$ cat src/rtl/hazard_forward_ctrl.sv
// hazard_forward_ctrl
//
// Hazard and forwarding controller that sits beside the decode stage. A
// scoreboard tracks the destination of every instruction in the DEPTH stages
// after decode (entry k = stage k: 1=EX, 2=ME, 3=WB, ...). From the scoreboard
// and the decode operands it produces:
//   - a registered forwarding select per EX operand,
//   - a fetch/decode hold when a needed result is not ready yet,
//   - a decode flush and an EX bubble for a taken branch or jump,
//   - saturating stall and flush event counters.
//
// Ports
//   Clk, Rst               clock, synchronous active-high reset
//   de_valid               decode holds a real instruction
//   de_rs1, de_rs2         decode source registers
//   de_use_rs1, de_use_rs2 source is actually read
//   de_rd                  decode destination register
//   de_ruwr                decode instruction writes the register file
//   de_dmrd                decode instruction is a load
//   ex_redirect            taken branch/jump in EX
//   fe_de_en               fetch/decode register enable (0 = hold)
//   flush_de               clear the decode instruction register
//   bubble_ex              clear the EX control register
//   fwd_a_sel, fwd_b_sel   EX operand source: 0 = register file, k = stage k
//   stall_cnt, flush_cnt   saturating event counters

module hazard_forward_ctrl #(
    parameter int DEPTH     = 3,
    parameter int AW        = 5,
    parameter int ALU_READY = 2,
    parameter int LD_READY  = 3,
    parameter int CNTW      = 32,
    parameter int SW        = $clog2(DEPTH + 1)
) (
    input  logic            Clk,
    input  logic            Rst,
    input  logic            de_valid,
    input  logic [AW-1:0]   de_rs1,
    input  logic [AW-1:0]   de_rs2,
    input  logic            de_use_rs1,
    input  logic            de_use_rs2,
    input  logic [AW-1:0]   de_rd,
    input  logic            de_ruwr,
    input  logic            de_dmrd,
    input  logic            ex_redirect,
    output logic            fe_de_en,
    output logic            flush_de,
    output logic            bubble_ex,
    output logic [SW-1:0]   fwd_a_sel,
    output logic [SW-1:0]   fwd_b_sel,
    output logic [CNTW-1:0] stall_cnt,
    output logic [CNTW-1:0] flush_cnt
);

    // Scoreboard, bit/element k describes the instruction in stage k.
    logic [DEPTH:1] ent_v;
    logic [DEPTH:1] ent_wr;
    logic [DEPTH:1] ent_ld;
    logic [AW-1:0]  ent_rd [1:DEPTH];

    typedef struct packed {
        logic          hit;
        logic          ld;
        logic [SW-1:0] k;
    } lookup_t;

    // Youngest producer of rs: scanning from the oldest entry down lets the
    // smallest matching k overwrite any older match.
    function automatic lookup_t lookup(input logic [AW-1:0] rs, input logic use_rs);
        lookup_t r;
        r = '0;
        for (int k = DEPTH; k >= 1; k--) begin
            if (use_rs && (rs != '0) && ent_v[k] && ent_wr[k] && (ent_rd[k] == rs)) begin
                r.hit = 1'b1;
                r.ld  = ent_ld[k];
                r.k   = SW'(k);
            end
        end
        return r;
    endfunction

    // The producer at k will be in stage k+1 once the consumer reaches EX.
    function automatic logic is_ready(input lookup_t lk);
        int need;
        need = lk.ld ? LD_READY : ALU_READY;
        return (int'(lk.k) + 1) >= need;
    endfunction

    // A producer in the last stage writes the register file this cycle and
    // the write-before-read file makes it visible to decode, so select 0.
    function automatic logic [SW-1:0] next_sel(input lookup_t lk);
        if (lk.hit && is_ready(lk) && (lk.k != SW'(DEPTH))) begin
            return lk.k + SW'(1);
        end
        return '0;
    endfunction

    lookup_t       lk_a;
    lookup_t       lk_b;
    logic          wait_a;
    logic          wait_b;
    logic          hazard;
    logic          stall;
    logic [SW-1:0] sel_a_d;
    logic [SW-1:0] sel_b_d;

    always_comb begin
        lk_a    = lookup(de_rs1, de_use_rs1);
        lk_b    = lookup(de_rs2, de_use_rs2);
        wait_a  = lk_a.hit && !is_ready(lk_a);
        wait_b  = lk_b.hit && !is_ready(lk_b);
        hazard  = de_valid && (wait_a || wait_b);
        // Redirect wins: the waiting decode instruction is wrong-path anyway.
        stall   = hazard && !ex_redirect;
        sel_a_d = next_sel(lk_a);
        sel_b_d = next_sel(lk_b);
    end

    assign flush_de  = ex_redirect;
    assign fe_de_en  = !stall;
    assign bubble_ex = stall || ex_redirect;

    always_ff @(posedge Clk) begin
        if (Rst) begin
            ent_v     <= '0;
            ent_wr    <= '0;
            ent_ld    <= '0;
            for (int k = 1; k <= DEPTH; k++) begin
                ent_rd[k] <= '0;
            end
            fwd_a_sel <= '0;
            fwd_b_sel <= '0;
            stall_cnt <= '0;
            flush_cnt <= '0;
        end else begin
            // Later stages always advance; only entry 1 depends on decode.
            ent_v  <= {ent_v[DEPTH-1:1],  de_valid && !bubble_ex};
            ent_wr <= {ent_wr[DEPTH-1:1], de_ruwr && (de_rd != '0)};
            ent_ld <= {ent_ld[DEPTH-1:1], de_dmrd};
            for (int k = DEPTH; k >= 2; k--) begin
                ent_rd[k] <= ent_rd[k-1];
            end
            ent_rd[1] <= de_rd;

            if (bubble_ex) begin
                fwd_a_sel <= '0;
                fwd_b_sel <= '0;
            end else begin
                fwd_a_sel <= sel_a_d;
                fwd_b_sel <= sel_b_d;
            end

            if (stall && (stall_cnt != '1)) begin
                stall_cnt <= stall_cnt + CNTW'(1);
            end
            if (ex_redirect && (flush_cnt != '1)) begin
                flush_cnt <= flush_cnt + CNTW'(1);
            end
        end
    end

endmodule

$ cat config.mk
export PLATFORM = sky130hd
export DESIGN_NAME = hazard_forward_ctrl
export DESIGN_NICKNAME = d
export VERILOG_FILES = /design/src/rtl/hazard_forward_ctrl.sv
export SDC_FILE = /design/constraint.sdc
export NUM_CORES = 1
export LEC_CHECK = 0
export CORE_MARGIN = 1
export CORE_UTILIZATION = 40
export DETAILED_ROUTE_END_ITERATION = 7
export DONT_BUFFER_PORTS = 1
export PLACE_DENSITY = 0.65
export SETUP_SLACK_MARGIN = 0.05
export SYNTH_ARGS = -nofsm -noshare
export SYNTH_HDL_FRONTEND = slang
export SYNTH_SLANG_ARGS = --single-unit
$ cat constraint.sdc
create_clock -name Clk -period 4.3 [get_ports Clk]
set_input_delay 0.645 -clock Clk [delete_from_list [all_inputs] [get_ports Clk]]
set_output_delay 0.645 -clock Clk [all_outputs]
set_load 0.05 [all_outputs]
==> metrics.yaml <==
status:
  status: "finished clean"
sta:
  finalHoldViolCount: 0
  final.min_clock_period_ns: 3.91
  setup_viol: 0
  tns_ns: 0
  fmax_mhz: 256
  skew_ns: 0.0116
  finalCritPeriodShare_pct: 91.0
  slew_violations: 0
  worst_pin_slew_ns: 0.717
  slew-limit-headroom_pct: 52.1
  rsz0062_at_grt: "false"
yosys:
  synth_async_sr_flop_share_pct: 0
  syn_nets: 543
  yosysSeqAreaShare_pct: 41.5
  ys_types: 49
  yosys-top-cells-area: "dfxtp_1 41%, xnor2_1 7.1%, xor2_1 5.1%"
  synth.ff_latch_count: 92
  syn_area_mm2: 0.00444
  yosysWarnings: 0
  synthCells: 514
  avgSynthCellArea_um2: 8.63
  synth_top_cell_by_area: "dfxtp_1"
  synth_edf_count: 0
  synth_top_area_share_pct: 41.5
  synth_flop_cell: "dfxtp_1"
floorplanning:
  core_area_mm2: 0.0108
  initial_core_util_pct: 40.9
  fp-row-count: 38
  io_pins: 94
  die_x_um: 107
  design.die.area_mm2: 0.0115
  die_h_um: 107
placed_design:
  portBuffers: 0
  dp_hpwl_um: 7450
  routabilityCongestion: 0.887
clocking:
  post-cts-setup-buffers: 0
  clkTransAtPathRegs_ns: 0.09
  cts_resized: 0
  htreeDepth: 3
  cts_made_buffers: 9
  cts.path.max_buffers: 2
  clk_latency_ns: 0.38
  clock-sinks: 92
  ctsRootBufferMaster: "clkbuf_8"
  ctsHoldBuffers: 0
  cts_tree: "yes"
layout:
  final_nets: 539
  seq_area_mm2: 0.00184
  diodes: 0
  multi_input_area_mm2: 0.00248
  syn_to_final_growth_pct: 7.95
  final_util_pct: 44.2
  drive_gt1_share_pct: 6.41
  nFillCells: 1081
drt:
  drt_pass1_iterations: 4
  drc: 0
  ant_nets: 0
  drt-wirelength-per-cell_um: 15.7
  vias_per_cell: 5.61
  totalWireLength_um: 10300
  vias: 3675
  drt_iter0_markers: 234
pwr:
  pwr-share-comb_pct: 3.0
  cellPowerDensity_mw_per_mm2: 341
  switching_power_mw: 0.355
  leakage_nw: 1.52
  switching_share_pct: 21.7
  ir_drop_mv: 0.258
  seqPwrFrac_pct: 54.0
  cell_internal_pwr_mw: 1.28
  power.share.clock_pct: 43.0
setup_path:
  worstSetupPathType: "flop to output pin"
  start_kind: "flop"
  critPathArrivalTime_ns: 3.27
  cp_max_fo: 10
  end_kind: "output pin"
  crit_required_ns: 3.65
global_route:
  antenna_found_initial: 0
  grt_pass1_vias: 3553
  grt_max_degree: 92
  grt_use_total_pct: 19.2
  grt_pass1_wl_um: 17300
  overflow: 0
flow_run:
  cap_violations: 0
min_path:
  hold_class: "input port to flop"
## power by group through the flow
stage | clock (mW) | combinational [mW] | sequential, mW
global route | 0.763 | 0.0541 | 0.883
floorplan | 0 | 0.0566 | 0.897
detailed placement | 0 | 0.0480 | 0.901
global placement | 0 | 0.0476 | 0.901
finish | 0.702 | 0.0482 | 0.881
CTS | 0.727 | 0.0486 | 0.881
## cells in the mapped netlist (3+ instances only)
cell type,n
and4_1,5
nor4_1,4
and2_1,3
nor2_1,58
nor3b_1,3
buf_1,3
nand4_1,29
xor2_1,26
clkbuf_1,9
nor2b_1,22
a21oi_1,31
nand2_1,26
a211oi_1,3
nor3_2,3
a31oi_1,3
or3_1,29
nor3_1,10
o21ai_0,19
xnor2_1,36
or4_1,4
nand3_1,27
dfxtp_1,92
and3_1,11
ha_1,6
o21ai_1,9
inv_1,10
## per-stage QoR
stage / cells / setup WS (ns) / cell area (um^2) / power, mW / hold slack (ns)
after CTS: 655 / 0.379 / 4790 / 1.66 / 0.305
after global routing: 655 / 0.0893 / 4790 / 1.70 / 0.293
final: 655 / 0.387 / 4790 / 1.63 / 0.330
after global placement: 639 / 0.210 / 4540 / 0.949 / 0.453
after floorplan: 514 / 0.490 / 4440 / 0.954 / 0.425
after detailed placement: 639 / 0.0740 / 4540 / 0.949 / 0.453
## final timing paths
check	slack (ns)	cells past startpoint	from	endpoint
worst max-delay path	0.39	12	ent_rd[0][8]$_SDFF_PP0_	fe_de_en
worst max register to register	0.46	14	ent_rd[0][8]$_SDFF_PP0_	stall_cnt[8]$_SDFFE_PP0P_
worst min register to register	0.47	2	ent_ld[2]$_SDFF_PP0_	ent_ld[3]$_SDFF_PP0_
worst min-delay path	0.33	1	Rst	ent_rd[0][5]$_SDFF_PP0_
## registers in the layout (all words and copies together) (netlist names)
name       cells
ent_v          3
ent_rd        15
fwd_a_sel      2
ent_wr         3
flush_cnt     32
fwd_b_sel      2
stall_cnt     32
ent_ld         3
## routing by layer
layer | share of wire, % | track usage, % | up-vias
met5 | 0 | 0 | -
met1 | 42 | 22.0 | 1738
met2 | 49 | 32.4 | 98
li1 | - | - | 1822
met4 | 1.2 | 5.38 | 0
met3 | 7.2 | 8.29 | 17
## worst max-delay path: stages (launching register included)
cell and delay (ns):
dfxtp_1 0.43, xnor2_1 0.14, nand4_1 0.15, or4_1 0.59, nor2_1 0.14, a31oi_1 0.06
ha_1 0.27, inv_1 0.06, a21boi_0 0.10, nor3b_1 0.32, o31ai_4 0.18, a21oi_1 0.24
inv_2 0.20
## final cells by class
cell class / count / share of cell area (%)
multi-input cells: 395 / 51.7
clock inverters: 7 / 2.56
clock buffers: 9 / 2.59
flip-flops and latches: 92 / 38.4
inverters: 11 / 0.862
well taps: 140 / 3.66
repair buffers: 1 / 0.157
## layout by cell type, fill, tap and decap left out, types with 4 or more instances in the layout
cell	count
nand3_1	27
nor3_1	10
a21oi_1	31
o21ai_1	9
xnor2_1	36
and3_1	11
nor2_1	58
nand4_1	29
dfxtp_1	92
nor4_1	4
ha_1	6
or3_1	29
or4_1	4
xor2_1	26
inv_1	10
o21ai_0	19
and4_1	5
nand2_1	26
clkbuf_8	9
nor2b_1	22
## cells by family (layout without fill, tap and decap cells)
| group | count (synthesis) | in the layout | synth area share (%) |
|---|---|---|---|
| fa+ha+maj | 6 | 6 | 1.69 |
| buf+inv | 27 | 28 | 2.65 |
| xor+xnor | 62 | 62 | 12.2 |
| compound gates | 76 | 76 | 10.2 |
| mux | 4 | 4 | 0.959 |
| simple gates | 247 | 247 | 30.8 |
| flops | 92 | 92 | 41.5 |
Note: power is estimated with default switching activity, not from simulation.
